===== src/rtl/rr_arbiter.sv =====
// Registered N-way arbiter with fixed or round-robin priority and optional grant blocking.
// Optional grant watchdog is enabled by defining ARB_GRANT_TIMEOUT_EN.

module rr_arbiter_priority_encoder #(
  parameter int WIDTH    = 4,
  parameter int LSB_HIGH = 1,
  parameter int IW       = (WIDTH > 1) ? $clog2(WIDTH) : 1
) (
  input  logic [WIDTH-1:0] req,
  output logic             valid,
  output logic [IW-1:0]    idx
);

  // Scan from lowest to highest priority so the last hit wins.
  always_comb begin
    valid = |req;
    idx   = '0;
    if (LSB_HIGH != 0) begin
      for (int i = WIDTH - 1; i >= 0; i--) begin
        if (req[i]) idx = IW'(i);
      end
    end else begin
      for (int i = 0; i < WIDTH; i++) begin
        if (req[i]) idx = IW'(i);
      end
    end
  end

endmodule

module rr_arbiter #(
  parameter int PORTS                 = 4,
  parameter int ARB_TYPE_ROUND_ROBIN  = 1,
  parameter int ARB_BLOCK             = 1,
  parameter int ARB_BLOCK_ACK         = 1,
  parameter int ARB_LSB_HIGH_PRIORITY = 1,
  parameter int TIMEOUT_CYCLES        = 16
) (
  input  logic                     clk,
  input  logic                     rst_n,
  input  logic [PORTS-1:0]         request,
  input  logic [PORTS-1:0]         acknowledge,
  output logic [PORTS-1:0]         grant,
  output logic                     grant_valid,
  output logic [$clog2(PORTS)-1:0] grant_encoded,
  output logic                     grant_timeout
);

  localparam int IW = $clog2(PORTS);

  logic [PORTS-1:0] grant_q, grant_d;
  logic [PORTS-1:0] mask_q, mask_d;
  logic [IW-1:0]    enc_q, enc_d;
  logic             valid_q, valid_d;
  logic             tmo_q, tmo_d;

  logic             m_valid, r_valid;
  logic [IW-1:0]    m_idx, r_idx;
  logic             hold_raw, hold, tmo_hit;
  logic             take;
  logic [IW-1:0]    new_idx;

  rr_arbiter_priority_encoder #(
    .WIDTH(PORTS), .LSB_HIGH(ARB_LSB_HIGH_PRIORITY), .IW(IW)
  ) u_enc_masked (
    .req(request & mask_q), .valid(m_valid), .idx(m_idx)
  );

  rr_arbiter_priority_encoder #(
    .WIDTH(PORTS), .LSB_HIGH(ARB_LSB_HIGH_PRIORITY), .IW(IW)
  ) u_enc_raw (
    .req(request), .valid(r_valid), .idx(r_idx)
  );

  always_comb begin
    hold_raw = 1'b0;
    if (ARB_BLOCK != 0) begin
      if (ARB_BLOCK_ACK != 0) hold_raw = valid_q && !acknowledge[enc_q];
      else                    hold_raw = valid_q && request[enc_q];
    end
  end

`ifdef ARB_GRANT_TIMEOUT_EN
  localparam int CW = $clog2(TIMEOUT_CYCLES + 1);
  logic [CW-1:0] cnt_q, cnt_d;

  // Count holds past the grant edge; the grant is visible for TIMEOUT_CYCLES cycles at most.
  assign tmo_hit = hold_raw && (cnt_q == CW'(TIMEOUT_CYCLES - 1));
  assign cnt_d   = hold ? cnt_q + CW'(1) : '0;

  always_ff @(posedge clk) begin
    if (!rst_n) cnt_q <= '0;
    else        cnt_q <= cnt_d;
  end
`else
  assign tmo_hit = 1'b0;
`endif

  assign hold = hold_raw && !tmo_hit;

  // Release and re-arbitration share a cycle, so handover has no bubble.
  always_comb begin
    grant_d = grant_q;
    enc_d   = enc_q;
    valid_d = valid_q;
    mask_d  = mask_q;
    tmo_d   = tmo_hit;
    take    = 1'b0;
    new_idx = '0;
    if (!hold) begin
      grant_d = '0;
      enc_d   = '0;
      valid_d = 1'b0;
      if ((ARB_TYPE_ROUND_ROBIN != 0) && m_valid) begin
        take    = 1'b1;
        new_idx = m_idx;
      end else if (r_valid) begin
        take    = 1'b1;
        new_idx = r_idx;
      end
      if (take) begin
        grant_d = PORTS'(1) << new_idx;
        enc_d   = new_idx;
        valid_d = 1'b1;
        if (ARB_TYPE_ROUND_ROBIN != 0) begin
          for (int i = 0; i < PORTS; i++) begin
            if (ARB_LSB_HIGH_PRIORITY != 0) mask_d[i] = (i > int'(new_idx));
            else                            mask_d[i] = (i < int'(new_idx));
          end
        end
      end
    end
  end

  always_ff @(posedge clk) begin
    if (!rst_n) begin
      grant_q <= '0;
      enc_q   <= '0;
      valid_q <= 1'b0;
      mask_q  <= '1;
      tmo_q   <= 1'b0;
    end else begin
      grant_q <= grant_d;
      enc_q   <= enc_d;
      valid_q <= valid_d;
      mask_q  <= mask_d;
      tmo_q   <= tmo_d;
    end
  end

  assign grant         = grant_q;
  assign grant_valid   = valid_q;
  assign grant_encoded = enc_q;
  assign grant_timeout = tmo_q;

endmodule


===== config.mk =====
export PLATFORM = sky130hd
export DESIGN_NAME = rr_arbiter
export DESIGN_NICKNAME = d
export VERILOG_FILES = /design/src/rtl/rr_arbiter.sv
export SDC_FILE = /design/constraint.sdc
export NUM_CORES = 1
export LEC_CHECK = 0
export CAP_MARGIN = 20
export CORE_MARGIN = 2
export CORE_UTILIZATION = 44
export CTS_CLUSTER_SIZE = 20
export DETAILED_ROUTE_END_ITERATION = 10
export PLACE_DENSITY_LB_ADDON = 0.05
export SLEW_MARGIN = 15
export SYNTH_ARGS = -nofsm -noshare
export SYNTH_HDL_FRONTEND = slang
export SYNTH_SLANG_ARGS = --single-unit

===== constraint.sdc =====
create_clock -name clk -period 1.5 [get_ports clk]
set_input_delay 0.375 -clock clk [delete_from_list [all_inputs] [get_ports clk]]
set_output_delay 0.375 -clock clk [all_outputs]
set_load 0.005 [all_outputs]

==> results_dict.tcl <==
set metrics [dict create \
    status "finished clean" \
    fin_tns_setup_ns 0 \
    synth_top_area_cell "dfxtp_1" \
    grt_max_degree 8 \
    die_x_microns 40.52 \
    track_usage_pct 22.08 \
    maxClockFrequency_mhz 680.6 \
    hold_ws_ns 0.4865 \
    dpl.hpwl_microns 1117 \
    min_period_ns 1.469 \
    crit_type "reg -> reg" \
    p_leak_nw 0.5615 \
    clk_pin_slew_ns 0.07 \
    drt_iter0_markers 18 \
    route.detailed.drc 0 \
    areaGrowthSynthToFinish_pct 78.68 \
    grt_pass1_wl_microns 2366 \
    wl_per_cell_microns 14.75 \
    rows 13 \
    setup.worst_path.start_class "flop" \
    clk_latency_ns 0.26 \
    synth_area_leaders "dfxtp_1 (38%), o41ai_2 (5.5%), a22oi_1 (5.1%)" \
    setup_viol 0 \
    critPathRequiredTime_ns 1.67 \
    cts_tree "built" \
    vias_per_cell 5.302 \
    pre_cts_ws_ns -0.4415 \
    dieArea_sq_um 1642 \
    grt_pass1_vias 549 \
    cts_sinks 11 \
    fin_util_pct 82.64 \
    yosys_warnings 0 \
    async_flop_share_pct 0 \
    netlist-cell-type-count 35 \
    ys_seq_area_share_pct 37.53 \
    powerDensity_nw_per_um2 801.1 \
    netlist.area_leader.share_pct 37.53 \
    antenna_found_initial 0 \
    netlist_area_sq_um 586.8 \
    power.total_mw 0.8400 \
    timing.final.crit_share_pct 97.95 \
    syn_avg_cell_area_sq_um 9.314 \
    hp-class "reg -> reg" \
    drive_gt1_share_pct 49.50 \
    fillers 87 \
    critPathArrivalTime_ns 1.64 \
    vdd_drop_max_mv 0.6281 \
    finalHoldViolCount 0 \
    routed_wl_microns 1711 \
    synth_edf_count 0 \
    dp.cells 107 \
    worstPathMaxFanout 7 \
    cts_buffer_depth 2 \
    layout.nets 112 \
    setup_ws_ns 0.03074 \
    post-route-cell-area_sq_um 1049 \
    cp-end-kind "flop" \
    max_cap_viol_count 0 \
    overflow 0 \
    dr.pass1.iters 4 \
    ant_nets 0 \
    die_h_microns 40.52 \
    dpl_cell_area_sq_um 862.1 \
    routabilityCongestion 0.7907 \
    diodes 0 \
    port_buffers 16 \
    final_max_slew_viol_count 0 \
    syn_inst 63 \
    cts-htree-levels 1 \
    final_cells 116 \
    ys.flop_type "dfxtp_1" \
    vias 615 \
    finClkSkew_ns 0.004229 \
    initial_utilization_pct 46.25 \
    cts_root_buffer "clkbuf_4" \
    core_sq_um 1269 \
    synth-seq-cells 11 \
    numCtsBuffers 3 \
    synth_nets 73 \
    ios 18 \
]
## final timing paths
kind | slack (ns) | to | from | cells after the start
worst max-delay path | 0.03 | grant[2]$_SDFFE_PN0N_ | grant_encoded[0]$_SDFFE_PN0N_ | 5
worst min-delay path | 0.49 | grant[0]$_SDFFE_PN0N_ | grant[0]$_SDFFE_PN0N_ | 2
worst max register to register | 0.03 | grant[2]$_SDFFE_PN0N_ | grant_encoded[0]$_SDFFE_PN0N_ | 5
worst min register to register | 0.49 | grant[0]$_SDFFE_PN0N_ | grant[0]$_SDFFE_PN0N_ | 2
## cells by family (layout without fill, tap and decap cells)
family	after synthesis	count (layout)	synth area share (%)
compound gates	21	21	29.64
flops	11	11	37.53
mux	2	2	3.412
other cells	1	1	0.6390
buf+inv	4	42	4.690
simple gates	24	24	24.10
## final cells by class
cell class | count | area (sq um) | area share (%)
tap | 15 | 18.77 | 1.790
multi-input combinational | 48 | 421.7 | 40.21
timing repair buffer | 37 | 354.1 | 33.77
sequential | 11 | 224.0 | 21.36
inverter | 1 | 3.754 | 0.3580
clock buffer | 4 | 26.28 | 2.506
## flip-flops by register name, summed over array words and instances (netlist names)
| name | cells |
|---|---|
| grant_encoded | 2 |
| grant | 4 |
| grant_valid | 1 |
| mask_q | 4 |
## placed cells by master (no fill, tap or decap), drive strengths merged, types with 4 or more instances in the layout
master / Yosys / layout
a22oi: 4 / 4
dfxtp: 11 / 11
nand2: 4 / 4
buf: 3 / 21
dlymetal6s2s: 0 / 11
nor2: 5 / 5
a21oi: 4 / 4
clkbuf: 0 / 5
## cell usage after synthesis, drive strengths merged, types with 2 or more instances
library cell and n:
a21oi 4, or2 2, buf 3, dfxtp 11, mux2i 2, and3 2
and2 2, nand3 2, nand2 4, nor3 2, o41ai 2, o21ai 2
a22oi 4, nor2 5
## power by group
part | total, mW | internal [mW] | leakage [nW] | switching, mW
Sequential | 0.342 | 0.321 | 0.0904 | 0.0216
Combinational | 0.306 | 0.173 | 0.456 | 0.133
Clock | 0.191 | 0.103 | 0.0150 | 0.0888
## metal layers
layer  vias up  wire (microns)  GRT usage, %
li1        315               -             -
met1       286             715         27.18
met2        12             904         37.30
met3         2              75         5.000
met4         0              16         7.500
met5         -               0             0
## repair_timing
item / in CTS / in global routing
gates cloned: 0 / 0
buffers inserted: 3 / 2
pin swaps: 8 / 12
setup endpoints to repair: 10 / 13
hold buffers: 0 / 0
endpoints found under the hold margin: 0 / 0
resized for setup: 11 / 32
## worst max-delay path, cell delays in order, from the launching register on
cell     delay [ns]
dfxtp_2        0.33
buf_4          0.14
mux2i_2        0.16
a22o_4         0.31
buf_6          0.13
o41ai_2        0.31
No activity file was read; power rests on OpenSTA's default activity.
